===== config.mk =====
export PLATFORM = sky130hd
export DESIGN_NAME = mem_stage
export DESIGN_NICKNAME = d
export VERILOG_FILES = /design/src/rtl/mem_stage.sv
export SDC_FILE = /design/constraint.sdc
export NUM_CORES = 1
export LEC_CHECK = 0
export ABC_AREA = 1
export CORE_ASPECT_RATIO = 0.75
export CORE_MARGIN = 5
export CORE_UTILIZATION = 43
export DETAILED_ROUTE_END_ITERATION = 10
export MAX_ROUTING_LAYER = met4
export PLACE_DENSITY = 0.82
export SLEW_MARGIN = 5
export SYNTH_ARGS = -nofsm -noshare
export SYNTH_HDL_FRONTEND = slang
export SYNTH_SLANG_ARGS = --single-unit

===== constraint.sdc =====
create_clock -name clk -period 6.05 [get_ports clk]
set_input_delay 0.9075 -clock clk [delete_from_list [all_inputs] [get_ports clk]]
set_output_delay 0.9075 -clock clk [all_outputs]
set_load 0.03 [all_outputs]

===== src/rtl/mem_stage.sv =====
// Memory stage of the five-stage RISC-V pipeline: EX/MEM register, valid/ack data-memory
// access FSM, store byte-lane steering, load alignment/extension and pipeline stall.
module mem_stage (
  input  logic        clk,
  input  logic        reset,
  input  logic        RegWriteE,
  input  logic        MemWriteE,
  input  logic [2:0]  ResultSrcE,
  input  logic [1:0]  StoreSrcE,
  input  logic [2:0]  LoadSrcE,
  input  logic [31:0] ALUResultE,
  input  logic [31:0] WriteDataE,
  input  logic [31:0] PCPlus4E,
  input  logic [4:0]  RdE,
  input  logic        DataAck,
  input  logic [31:0] DataRData,
  output logic        DataReq,
  output logic        DataWE,
  output logic [31:0] DataAddr,
  output logic [3:0]  DataBE,
  output logic [31:0] DataWData,
  output logic        RegWriteM,
  output logic [2:0]  ResultSrcM,
  output logic [4:0]  RdM,
  output logic [31:0] ALUResultM,
  output logic [31:0] PCPlus4M,
  output logic [31:0] ReadDataM,
  output logic        StallM,
  output logic        MisalignM
);

  typedef enum logic [1:0] {StIdle, StWait, StDone} state_e;

  state_e      state_q, state_d;
  logic        reg_write_q, mem_write_q;
  logic [2:0]  result_src_q, load_src_q;
  logic [1:0]  store_src_q;
  logic [31:0] alu_result_q, write_data_q, pc_plus4_q;
  logic [4:0]  rd_q;
  logic [31:0] rbuf_q, rbuf_d;

  logic        is_load, mem_m, size_word, size_half, aligned, misalign, req, stall;
  logic [1:0]  a;
  logic [31:0] byte_word, half_word, ld_data, wdata;
  logic [7:0]  ld_byte;
  logic [15:0] ld_half;
  logic [3:0]  be;

  assign a = alu_result_q[1:0];

  // Access size comes from the store or load encoding, whichever applies.
  always_comb begin
    is_load = (result_src_q == 3'b001) & ~mem_write_q;
    mem_m   = mem_write_q | (result_src_q == 3'b001);
    if (mem_write_q) begin
      size_word = (store_src_q == 2'b00);
      size_half = (store_src_q == 2'b01);
    end else begin
      size_word = (load_src_q == 3'b000);
      size_half = (load_src_q == 3'b001) | (load_src_q == 3'b010);
    end
    if (size_word)      aligned = (a == 2'b00);
    else if (size_half) aligned = ~a[0];
    else                aligned = 1'b1;
    misalign = mem_m & ~aligned;
  end

  always_comb begin
    req = 1'b0;
    case (state_q)
      StIdle:  req = mem_m & aligned;
      StWait:  req = 1'b1;
      default: req = 1'b0;
    endcase
    stall = ((state_q == StIdle) & req) | (state_q == StWait);
  end

  always_comb begin
    state_d = state_q;
    case (state_q)
      StIdle:  if (req) state_d = DataAck ? StDone : StWait;
      StWait:  if (DataAck) state_d = StDone;
      default: state_d = StIdle;
    endcase
  end

  always_comb begin
    if (size_word) begin
      be    = 4'b1111;
      wdata = write_data_q;
    end else if (size_half) begin
      be    = 4'b0011 << {a[1], 1'b0};
      wdata = {2{write_data_q[15:0]}};
    end else begin
      be    = 4'b0001 << a;
      wdata = {4{write_data_q[7:0]}};
    end
  end

  always_comb begin
    byte_word = DataRData >> {a, 3'b000};
    half_word = DataRData >> {a[1], 4'b0000};
    ld_byte   = byte_word[7:0];
    ld_half   = half_word[15:0];
    case (load_src_q)
      3'b000:  ld_data = DataRData;
      3'b001:  ld_data = {{16{ld_half[15]}}, ld_half};
      3'b010:  ld_data = {16'h0000, ld_half};
      3'b011:  ld_data = {{24{ld_byte[7]}}, ld_byte};
      default: ld_data = {24'h000000, ld_byte};
    endcase
    rbuf_d = (req & DataAck & is_load) ? ld_data : rbuf_q;
  end

  always_ff @(posedge clk or posedge reset) begin
    if (reset) begin
      state_q      <= StIdle;
      rbuf_q       <= '0;
      reg_write_q  <= 1'b0;
      mem_write_q  <= 1'b0;
      result_src_q <= '0;
      store_src_q  <= '0;
      load_src_q   <= '0;
      alu_result_q <= '0;
      write_data_q <= '0;
      pc_plus4_q   <= '0;
      rd_q         <= '0;
    end else begin
      state_q <= state_d;
      rbuf_q  <= rbuf_d;
      if (!stall) begin
        reg_write_q  <= RegWriteE;
        mem_write_q  <= MemWriteE;
        result_src_q <= ResultSrcE;
        store_src_q  <= StoreSrcE;
        load_src_q   <= LoadSrcE;
        alu_result_q <= ALUResultE;
        write_data_q <= WriteDataE;
        pc_plus4_q   <= PCPlus4E;
        rd_q         <= RdE;
      end
    end
  end

  assign DataReq    = req;
  assign DataWE     = req & mem_write_q;
  assign DataAddr   = {alu_result_q[31:2], 2'b00};
  assign DataBE     = req ? be : 4'b0000;
  assign DataWData  = (req & mem_write_q) ? wdata : 32'h0;
  assign StallM     = stall;
  assign MisalignM  = misalign;
  // A misaligned load must not retire into the register file.
  assign RegWriteM  = reg_write_q & ~(misalign & is_load);
  assign ResultSrcM = result_src_q;
  assign RdM        = rd_q;
  assign ALUResultM = alu_result_q;
  assign PCPlus4M   = pc_plus4_q;
  assign ReadDataM  = misalign ? 32'h0 : rbuf_q;

endmodule

# Word-level counts from Yosys, hierarchy flattened

Index checks and enable logic that the tools add are counted.

Order comparisons: 0
Reduce and logical (&&, ||, !) cells: 5
Multipliers: 0
$add $sub $neg: 0
Shift operators: 4
Bitwise logic cells: 16
Eq/ne operators: 8
Multiplexer cells: 17
Div/mod/pow operators: 0

Operators with widths:

| kind                                            | number |
|---|---|
| 2-to-1 mux 32 bit                               | 4 |
| case mux 32 bit (4 select lines)                | 1 |
| right shift 32 x 5 -> 16 bit                    | 1 |
| right shift 32 x 5 -> 8 bit                     | 1 |
| 2-to-1 mux 4 bit                                | 3 |
| bitwise AND 1 bit                               | 9 |
| == test 3 x 1 -> 1 bit, second input constant   | 2 |
| == test 3 x 2 -> 1 bit, second input constant   | 2 |
| logical NOT 2 bit                               | 3 |
| 2-to-1 mux 2 bit                                | 3 |
| == test 2 x 1 -> 1 bit, second input constant   | 2 |
| 2-to-1 mux 1 bit                                | 4 |
| != test 2 bit, second input constant            | 2 |
| inverter 1 bit                                  | 4 |
| case mux 2 bit (2 select lines)                 | 1 |
| left shift 1 x 2 -> 4 bit, first input constant | 1 |
| left shift 2 x 2 -> 4 bit, first input constant | 1 |
| logical NOT 3 bit                               | 1 |
| OR 1 bit                                        | 3 |
| case mux 1 bit (2 select lines)                 | 1 |
| AND reduction 2 bit                             | 1 |

Register bits after elaboration: 145
Bits in writable memories: 0
Output and inout port bits: 177
Input port bits: 146
Latch bits: 0
ROM bits: 0
Memories: 0

# Logic depth before layout (Yosys ltp)

Gate-level depths: netlist of run 1.

Word-level depth: 10
Depth in mapped cells: 12
Mapped depth without buffers: 10

# Worst setup path before layout of run 1

Ideal clock, no wire load.

Kind: flip-flop to output port
Start: register result_src_q[1] (netlist: ResultSrcM[1])
End: output DataWData[11]
Buffers on the path: 2
Required time: 5.142 ns
Cell stages (with the launch flop): 11
Arrival time: 1.913 ns
Path slack: 3.230 ns
Cells stage by stage: dfrtp_1 nand3b_1 nand2_1 inv_1 nor2_1 nand3_1 nand2_1 buf_6 nand2_2 buf_2 nor2_1

Cells in the longest elaborated chain, start to end: 6

Ends and longest elaborated chain:

| element                         | line | source |
|---|---|---|
| start, declared                 | 36   | `logic [2:0] result_src_q, load_src_q;` |
| start signal, assigned          | 134  | `result_src_q <= ResultSrcE;` |
| == test 3 x 1 -> 1 bit          | 54   | `mem_m = mem_write_q \| (result_src_q == 3'b001);` |
| OR 1 bit                        | 54   |  |
| bitwise AND 1 bit               | 71   | `StIdle: req = mem_m & aligned;` |
| case mux 1 bit (2 select lines) | 70   | `case (state_q)` |
| bitwise AND 1 bit               | 149  | `assign DataWData = (req & mem_write_q) ? wdata : 32'h0;` |
| 2-to-1 mux 32 bit               | 149  |  |
| end, declared                   | 21   | `output logic [31:0] DataWData,` |

No other way between the ends.

# Worst setup path after layout of run 1

Start: register mem_write_q
End: output DataWData[18]

Cells in the longest elaborated chain, start to end: 7
Elaborated cells on any way between the ends: 10
Classes of those cells: 7 x mux; 3 x bitwise

Ends and longest elaborated chain:

| element                         | line | source |
|---|---|---|
| start, declared                 | 35   | `logic reg_write_q, mem_write_q;` |
| start signal, assigned          | 133  | `mem_write_q <= MemWriteE;` |
| 2-to-1 mux 1 bit                | 55   | `if (mem_write_q) begin` |
| 2-to-1 mux 1 bit                | 63   | `else if (size_half) aligned = ~a[0];` |
| 2-to-1 mux 1 bit                | 62   | `if (size_word) aligned = (a == 2'b00);` |
| bitwise AND 1 bit               | 71   |  |
| case mux 1 bit (2 select lines) | 70   |  |
| bitwise AND 1 bit               | 149  |  |
| 2-to-1 mux 32 bit (*)           | 149  |  |

Mark *: on every way between the ends. The rest lies on a longest branch, timed or not.

==> results of run 1 <==
[cell type report]
cell class	count	area [sq um]	share of cell area [%]
multi-input cells	726	2960	27.0
clock inverters	11	154	1.40
well taps	215	269	2.45
repair buffers	325	3240	29.5
inverters	72	278	2.53
clock buffers	21	460	4.19
flip-flops and latches	145	3630	33.0
[worst register-to-register path: cells and delay by family (launching register included)]
family,cells,cell delay (ns)
buf+inv,2,1.21
simple gates,7,1.64
flops,1,0.42
compound gates,1,0.21
[state kept, by name (all words and copies together), names as in the netlist, 2 cells and up]
| signal | cells |
|---|---|
| load_src_q | 3 |
| write_data_q | 32 |
| store_src_q | 2 |
| ResultSrcM | 3 |
| state_q | 2 |
| rbuf_q | 32 |
| ALUResultM | 32 |
| RdM | 5 |
| PCPlus4M | 32 |
[final timing paths]
path | startpoint | endpoint | slack (ns) | cells past startpoint
setup / recovery | mem_write_q$_DFFE_PP0N_ | DataWData[18] | 1.28 | 9
hold / removal | rbuf_q[26]$_DFFE_PP0P_ | rbuf_q[26]$_DFFE_PP0P_ | 0.47 | 2
setup reg to reg | load_src_q[1]$_DFFE_PP0N_ | ALUResultM[25]$_DFFE_PP0N_ | 2.51 | 10
hold reg to reg | rbuf_q[26]$_DFFE_PP0P_ | rbuf_q[26]$_DFFE_PP0P_ | 0.47 | 2
max in group asynchronous | reset | PCPlus4M[28]$_DFFE_PP0N_ | 3.79 | 3
min in group asynchronous | reset | PCPlus4M[8]$_DFFE_PP0N_ | 1.01 | 2
[per-layer routing]
| layer | global-route usage, % | vias to the layer above | wire [um] |
|---|---|---|---|
| li1 | - | 3627 | - |
| met1 | 31.1 | 3501 | 10200 |
| met2 | 38.8 | 372 | 11200 |
| met3 | 7.80 | 33 | 2340 |
| met4 | 5.59 | 0 | 435 |
| met5 | - | - | 0 |
[cell families after synthesis]
logic type	count (synthesis)
AOI/OAI and AO/OA	79
other	1
and+or+nand+nor	645
DFF	145
buffers and inverters	159
[cells in the final DEF (no fill, tap or decap), types with 2 or more instances in the layout]
| cell | count |
|---|---|
| nand2_1 | 512 |
| clkdlybuf4s50_1 | 320 |
| dfrtp_1 | 145 |
| nor2_1 | 69 |
| inv_1 | 65 |
| nand3_1 | 56 |
| o21ai_0 | 30 |
| a21oi_1 | 30 |
| clkbuf_16 | 17 |
| a22oi_1 | 7 |
| o211ai_1 | 6 |
| buf_4 | 5 |
| o21ai_1 | 4 |
| inv_2 | 3 |
| nand2_2 | 3 |
| inv_6 | 3 |
| clkinv_4 | 3 |
| bufinv_16 | 3 |
| nor2_2 | 2 |
| clkinv_1 | 2 |
| conb_1 | 2 |
| clkbuf_8 | 2 |
| clkinvlp_4 | 2 |
| clkbuf_1 | 2 |
[metrics by stage]
step | instances | utilization, % | setup slack, ns
detailed placement | 1483 | 61.7 | 1.78
floorplan | 1030 | - | 1.25
finish | 1515 | 65.3 | 1.28
CTS | 1515 | 65.3 | 1.31
global route | 1515 | 65.3 | 1.02
global placement | 1483 | 61.7 | 1.88
[power breakdown]
| part | internal [mW] | switching, mW | total, mW |
|---|---|---|---|
| logic | 1.74 | 3.37 | 5.11 |
| clock network | 0.675 | 0.420 | 1.09 |
| registers | 1.47 | 0.354 | 1.83 |
==> impl_metrics.env, run 1 <==
export IMPL_routedWlPerCell_um=16.0
export IMPL_gp_congestion=0.888
export IMPL_synth_top_family_by_area="simple AND/OR/NAND/NOR gates"
export IMPL_dieWidth_um=161
export IMPL_synth_top_area_share_pct=49.3
export IMPL_synthTopCellsByArea="dfrtp_1, nand2_1, buf_4"
export IMPL_drv_cap=0
export IMPL_netlist_cell_type_count=22
export IMPL_htreeDepth=4
export IMPL_slowest_delay_ns=0.71
export IMPL_max_freq_mhz=210
export IMPL_grt_pass1_wl_um=37300
export IMPL_cts_hold_buffers_added=0
export IMPL_yosysTopAreaCell="dfrtp_1"
export IMPL_min_path_type="reg2reg"
export IMPL_timing_final_crit_share_pct=78.8
export IMPL_drc=0
export IMPL_cts_sinks=145
export IMPL_cts_setup_buffers=0
export IMPL_routed_wl_um=24200
export IMPL_setup_viol=0
export IMPL_synth_avg_cell_area_sq_um=7.15
export IMPL_layout_nets=1433
export IMPL_synthesis_area_sq_um=7360
export IMPL_worstPathArrival_ns=3.86
export IMPL_synth_yosys_seq_area_share_pct=49.3
export IMPL_finalHoldViolations=0
export IMPL_nFillCells=1440
export IMPL_syn_to_final_growth_pct=49.3
export IMPL_fin_skew_ns=0.00994
export IMPL_endpoint_kind="output pin"
export IMPL_ios=323
export IMPL_ys_async_sr_fraction_pct=100
export IMPL_synthTopCellsByCount="nand2_1, dfrtp_1, nor2_1"
export IMPL_p_total_mw=8.03
export IMPL_path_common_cell="nand3_1"
export IMPL_path_buf_inv=2
export IMPL_status="finished, final reports clean"
export IMPL_overflow=0
export IMPL_synth_edf_count=0
export IMPL_worstMarginPinSlew_ns=0.981
export IMPL_drive_gt1_share_pct=3.69
export IMPL_yosys_area_share_simple_pct=34.1
export IMPL_antenna_found_initial=0
export IMPL_cp_max_fo=49
export IMPL_powerDensity_nw_per_um2=731
export IMPL_core_sq_um=16800
export IMPL_clk_path_buf_depth=2
export IMPL_start_util_pct=43.8
export IMPL_vias=7533
export IMPL_worst_ep_required_time_ns=5.14
export IMPL_antenna_cells=0
export IMPL_clkLatencyLatePin_ns=0.42
export IMPL_yosysWarnings=0
export IMPL_port_buffers=320
export IMPL_postPlaceCellArea_sq_um=10400
export IMPL_drtPass1Iterations=5
export IMPL_finalMaxSlewViolations=0
export IMPL_cts_root_buf="clkbuf_16"
export IMPL_clk_pin_slew_worst_paths_ns=0.06
export IMPL_post_cts_resized=0
export IMPL_slowest_stage="clkdlybuf4s50_1"
export IMPL_synth_fa_ha_area_share_pct=0
export IMPL_rows=41
export IMPL_ys_flop_type="dfrtp_1"
export IMPL_synth_seq_cells=145
export IMPL_crit_chain="inv_2 -> nand3_1 -> nand2_1 -> o21ai_1 -> nand3_1 -> nand2_4 -> nand2_2 -> nor2_1 -> clkdlybuf4s50_1"
export IMPL_slew_headroom_pct=34.6
export IMPL_p_leak_nw=5.48
export IMPL_cts_buffers=17
export IMPL_dp_hpwl_um=17500
export IMPL_synthMuxAreaShare_pct=0
export IMPL_crit_type="reg2out"
export IMPL_rsz0062_at_grt="false"
export IMPL_finalHoldWorstSlack_ns=0.473
export IMPL_fin_crit_ns=4.77
export IMPL_antenna_left=0
export IMPL_synth_xor_area_share_pct=0
export IMPL_drtIter0Drc=644
export IMPL_synth_most_common_cell="nand2_1"
export IMPL_peakVddDrop_v=0.000673
export IMPL_startpoint_type="flip-flop"
export IMPL_synth_compound_area_share_pct=5.85
export IMPL_stdcell_area_sq_um=11000
export IMPL_viasPerCell=4.97
export IMPL_grt_usage_pct=24.5
export IMPL_grt_pass1_vias=7191
export IMPL_cts_tree="built"
export IMPL_grt_start_max_net_pins=99
export IMPL_crit_family="simple AND/OR/NAND/NOR gates"
export IMPL_die_area_sq_um=19900
export IMPL_finalSetupTns_ns=0
export IMPL_fp_dieH_um=123
export IMPL_syn_inst=1029
Power figures use the tool's default switching activity.
==> run 2: changes to the inputs <==
Settings changed: CORE_UTILIZATION 43 to 39, PLACE_DENSITY 0.82 to 0.78.
Clock period 6.05 ns to 3.97 ns, I/O delays scaled along.
==> impl_metrics.env, run 2 (synthesis results as in run 1) <==
export IMPL_fin_skew_ns=0.0118
export IMPL_crit_chain="inv_2 -> nand3_1 -> nand3_1 -> nand3_1 -> nand3_1 -> nand2_4 -> nand2_2 -> nor2_1 -> buf_4"
export IMPL_drtIter0Drc=627
export IMPL_worst_hold_path_endpoint="rbuf_q[11]$_DFFE_PP0P_"
export IMPL_grt_usage_pct=23.1
export IMPL_layout_common_cells="nand2_1, clkdlybuf4s50_1, dfrtp_1"
export IMPL_cts_setup_buffers=0
export IMPL_grt_start_max_net_pins=146
export IMPL_status="finished, final reports clean"
export IMPL_min_path_type="reg2reg"
export IMPL_worst_ep_required_time_ns=3.37
export IMPL_final_seq_area_sq_um=3630
export IMPL_cts_hold_buffers_added=0
export IMPL_grt_use_met2_pct=35.5
export IMPL_finalSetupTns_ns=0
export IMPL_clk_path_buf_depth=2
export IMPL_clk_pin_slew_worst_paths_ns=0.06
export IMPL_path_common_cell="nand3_1"
export IMPL_setup_viol=0
export IMPL_cts_buffers=17
export IMPL_post_cts_resized=0
export IMPL_die_area_sq_um=21800
export IMPL_finalHoldViolations=0
export IMPL_gp_congestion=0.912
export IMPL_routed_wl_um=24500
export IMPL_dp_hpwl_um=17700
export IMPL_viasPerCell=4.78
export IMPL_slowest_stage="nand2_2"
export IMPL_nFillCells=1716
export IMPL_hold_path_depth=2
export IMPL_drtPass1Iterations=5
export IMPL_reg2reg_from="load_src_q[0]$_DFFE_PP0N_"
export IMPL_crit_type="reg2out"
export IMPL_use_met1_pct=29.7
export IMPL_clkLatencyLatePin_ns=0.42
export IMPL_finalHoldWorstSlack_ns=0.471
export IMPL_max_freq_mhz=294
export IMPL_htreeDepth=4
export IMPL_vias=7422
export IMPL_hold_start="rbuf_q[11]$_DFFE_PP0P_"
export IMPL_r2r_end="rbuf_q[20]$_DFFE_PP0P_"
export IMPL_fin_crit_ns=3.41
export IMPL_worstMarginPinSlew_ns=0.995
export IMPL_ios=323
export IMPL_antenna_left=0
export IMPL_grt_pass1_wl_um=38500
export IMPL_overflow=0
export IMPL_port_buffers=320
export IMPL_cts_sinks=145
export IMPL_multiInputGateArea_sq_um=2960
export IMPL_worstPathArrival_ns=2.81
export IMPL_drc=0
export IMPL_startpoint_type="flip-flop"
export IMPL_layout_nets=1437
export IMPL_slowest_delay_ns=0.48
export IMPL_cts_tree="built"
export IMPL_dieWidth_um=169
export IMPL_core_sq_um=18500
export IMPL_grt_pass1_vias=7360
export IMPL_finalMaxSlewViolations=0
export IMPL_mostFrequentLayoutCell="nand2_1"
export IMPL_drive_gt1_share_pct=6.90
export IMPL_slew_headroom_pct=33.6
export IMPL_antenna_found_initial=1
export IMPL_reg2reg_depth=10
export IMPL_rsz0062_at_grt="false"
export IMPL_r2r_slack_ns=0.99
export IMPL_fp_dieH_um=129
export IMPL_grt_busiest_layer="met2"
export IMPL_cp_max_fo=40
export IMPL_syn_to_final_growth_pct=49.1
export IMPL_timing_final_crit_share_pct=85.8
export IMPL_peakVddDrop_v=0.000578
export IMPL_rows=43
export IMPL_powerDensity_nw_per_um2=1120
export IMPL_start_util_pct=39.8
export IMPL_endpoint_kind="output pin"
export IMPL_cts_root_buf="clkbuf_16"
export IMPL_p_leak_nw=5.56
export IMPL_grt_use_met3_pct=7.25
export IMPL_routedWlPerCell_um=15.8
export IMPL_drv_cap=0
==> run 2: cell types whose count changed in the layout (fill, tap and decap cells not counted), moves of 2 or more <==
cell / before / now
inv_6: 3 / 5
clkinv_4: 3 / 1
clkdlybuf4s50_1: 320 / 283
clkbuf_8: 2 / 0
buf_4: 5 / 45
clkinvlp_4: 2 / 5
==> run 2: power by group <==
part           internal (mW)  total [mW]  switching (mW)  leakage [nW]
clock network          0.998        1.66           0.665         0.284
registers               2.24        2.76           0.514          1.80
logic                   2.60        7.83            5.22          3.48
total                   5.85        12.2            6.40          5.56
==> run 2: per-stage QoR <==
| stage | cells | util [%] | area, sq um | total power [mW] | worst slack [ns] |
|---|---|---|---|---|---|
| 2_1_floorplan | 1030 | - | 7370 | 8.02 | 1.46 |
| 3_3_place_gp | 1519 | 56.0 | 10400 | 10.5 | 1.05 |
| 3_5_place_dp | 1519 | 56.0 | 10400 | 10.7 | 0.988 |
| 4_1_cts | 1551 | 59.3 | 11000 | 12.4 | 0.545 |
| 5_1_grt | 1552 | 59.3 | 11000 | 13.2 | 0.290 |
| 6_report | 1552 | 59.3 | 11000 | 12.2 | 0.564 |
==> run 2: cell type report <==
class,instances,share of cell area (%)
inverter,72,2.52
multi-input combinational,726,27.0
clock inverter,14,1.62
tap,247,2.82
sequential,145,33.1
timing repair buffer,329,29.1
antenna,1,0.0228
clock buffer,18,3.91
==> run 2: metal layers <==
metal  share of wire [%]  routed length [um]
met4                 1.7                 429
met1                  44               10700
met2                  46               11200
met5                   0                   0
met3                 9.0                2220
==> run 2: critical path: cells and delay by family (launching register included) <==
kind,cells,cell delay [ns]
buffers and inverters,2,0.25
flip-flops,1,0.42
AND/OR/NAND/NOR,7,1.69
==> run 2: worst max path at each step <==
| stage | from | end | slack, ns | cells past startpoint |
|---|---|---|---|---|
| after CTS | load_src_q[2]$_DFFE_PP0N_ | DataWData[4] | 0.55 | 9 |
| after global placement | ALUResultM[0]$_DFFE_PP0N_ | rbuf_q[3]$_DFFE_PP0P_ | 1.05 | 7 |
| final | load_src_q[0]$_DFFE_PP0N_ | DataWData[4] | 0.56 | 9 |
| after floorplan | ResultSrcM[1]$_DFFE_PP0N_ | DataWData[11] | 1.46 | 10 |
| after detailed placement | load_src_q[2]$_DFFE_PP0N_ | rbuf_q[4]$_DFFE_PP0P_ | 0.99 | 10 |
| after global routing | load_src_q[2]$_DFFE_PP0N_ | DataWData[10] | 0.29 | 9 |
==> run 3: changes to the inputs <==
Settings changed: CORE_MARGIN 5 to 4.
==> impl_metrics.env, run 3 (synthesis results as in run 1) <==
export IMPL_grt_usage_pct=22.7
export IMPL_cts_tree="built"
export IMPL_drive_gt1_share_pct=6.75
export IMPL_clk_path_buf_depth=2
export IMPL_routed_wl_um=23700
export IMPL_finalMaxSlewViolations=0
export IMPL_antenna_cells=0
export IMPL_min_path_type="reg2reg"
export IMPL_internal_power_mw=5.76
export IMPL_crit_type="reg2out"
export IMPL_slowest_stage="clkdlybuf4s50_1"
export IMPL_fin_skew_ns=0.0167
export IMPL_startpoint_type="flip-flop"
export IMPL_cp_max_fo=33
export IMPL_clkLatencyLatePin_ns=0.43
export IMPL_cts_hold_buffers_added=0
export IMPL_port_buffers=320
export IMPL_p_seq_share_pct=22.6
export IMPL_max_freq_mhz=293
export IMPL_drv_cap=0
export IMPL_vias=7452
export IMPL_layout_nets=1437
export IMPL_fp_dieH_um=127
export IMPL_layout_common_cells="nand2_1, clkdlybuf4s50_1, dfrtp_1"
export IMPL_syn_to_final_growth_pct=48.6
export IMPL_mostFrequentLayoutCell="nand2_1"
export IMPL_drtPass1Iterations=5
export IMPL_slew_headroom_pct=36.6
export IMPL_drtIter0Drc=636
export IMPL_core_sq_um=18500
export IMPL_grt_pass1_wl_um=37600
export IMPL_die_area_sq_um=21200
export IMPL_grt_start_max_net_pins=146
export IMPL_switchingPower_mw=6.34
export IMPL_slowest_delay_ns=0.74
export IMPL_start_util_pct=39.8
export IMPL_fin_crit_ns=3.41
export IMPL_endpoint_kind="output pin"
export IMPL_pwr_share_comb_pct=64.8
export IMPL_crit_chain="nor2_2 -> nand3_1 -> nand2_1 -> buf_4 -> o21ai_1 -> a21oi_2 -> buf_4 -> clkdlybuf4s50_1"
export IMPL_ios=323
export IMPL_worstPathArrival_ns=2.81
export IMPL_worst_ep_required_time_ns=3.37
export IMPL_clk_pin_slew_worst_paths_ns=0.06
export IMPL_finalSetupTns_ns=0
export IMPL_switching_share_pct=52.4
export IMPL_cts_setup_buffers=0
export IMPL_path_common_cell="buf_4"
export IMPL_antenna_found_initial=0
export IMPL_timing_final_crit_share_pct=85.8
export IMPL_finalHoldViolations=0
export IMPL_routedWlPerCell_um=15.3
export IMPL_setup_viol=0
export IMPL_rows=43
export IMPL_cts_buffers=17
export IMPL_p_leak_nw=5.53
export IMPL_pwr_share_clk_pct=12.6
export IMPL_cts_sinks=145
export IMPL_worstMarginPinSlew_ns=0.949
export IMPL_overflow=0
export IMPL_drc=0
export IMPL_grt_pass1_vias=7185
export IMPL_post_cts_resized=0
export IMPL_powerDensity_nw_per_um2=1110
export IMPL_status="finished, final reports clean"
export IMPL_viasPerCell=4.80
export IMPL_dieWidth_um=167
export IMPL_antenna_left=0
export IMPL_gp_congestion=0.870
export IMPL_rsz0062_at_grt="false"
export IMPL_peakVddDrop_v=0.000715
export IMPL_htreeDepth=4
export IMPL_dp_hpwl_um=16900
export IMPL_cts_root_buf="clkbuf_16"
export IMPL_final_util_pct=59.1
-- run 3: layer usage --
layer  global-route usage (%)  share of wire, %  vias up
met5                        -                 0        -
met4                     6.83               2.2        0
met3                     7.42               9.0       34
met2                     33.9                45      332
met1                     29.7                44     3450
li1                         -                 -     3636
-- run 3: final cells by class --
class | instances | area (sq um)
Multi-Input combinational cell | 726 | 2960
Clock buffer | 21 | 450
Tap cell | 247 | 309
Sequential cell | 145 | 3630
Inverter | 72 | 277
Timing Repair Buffer | 329 | 3200
Clock inverter | 11 | 108
Fill cell | 1686 | 7570
-- run 3: critical path: cells and delay by family (launching register included) --
| kind | cells | cell delay (ns) |
|---|---|---|
| flip-flops | 1 | 0.42 |
| buffers and inverters | 3 | 1.30 |
| AND/OR/NAND/NOR | 3 | 0.33 |
| AO/OA/AOI/OAI | 2 | 0.32 |
-- run 3: power by group through the flow --
stage	combinational (mW)	clock, mW	sequential [mW]
final	7.84	1.53	2.74
after global routing	8.55	1.63	2.83
after CTS	7.92	1.56	2.73
after detailed placement	7.91	0	2.74
after global placement	7.78	0	2.73
after floorplan	4.64	0	3.38
-- run 3: worst paths after layout --
| check | from | endpoint | slack, ns | cells past startpoint |
|---|---|---|---|---|
| min in group asynchronous | reset | ALUResultM[30]$_DFFE_PP0N_ | 0.74 | 3 |
| min reg2reg | rbuf_q[4]$_DFFE_PP0P_ | rbuf_q[4]$_DFFE_PP0P_ | 0.47 | 2 |
| max reg2reg | mem_write_q$_DFFE_PP0N_ | rbuf_q[1]$_DFFE_PP0P_ | 0.93 | 11 |
| min | rbuf_q[4]$_DFFE_PP0P_ | rbuf_q[4]$_DFFE_PP0P_ | 0.47 | 2 |
| max | load_src_q[1]$_DFFE_PP0N_ | MisalignM | 0.56 | 8 |
| max in group asynchronous | reset | rbuf_q[14]$_DFFE_PP0P_ | 2.59 | 3 |
-- run 3: through the flow --
step / instance area, sq um / total power [mW] / hold slack [ns] / std cells / setup WS (ns)
after floorplan: 7370 / 8.02 / 0.442 / 1030 / 1.46
after detailed placement: 10400 / 10.6 / 0.459 / 1519 / 0.981
final: 10900 / 12.1 / 0.473 / 1551 / 0.562
after global routing: 10900 / 13.0 / 0.486 / 1551 / 0.367
after CTS: 10900 / 12.2 / 0.473 / 1551 / 0.544
after global placement: 10400 / 10.5 / 0.456 / 1519 / 1.05
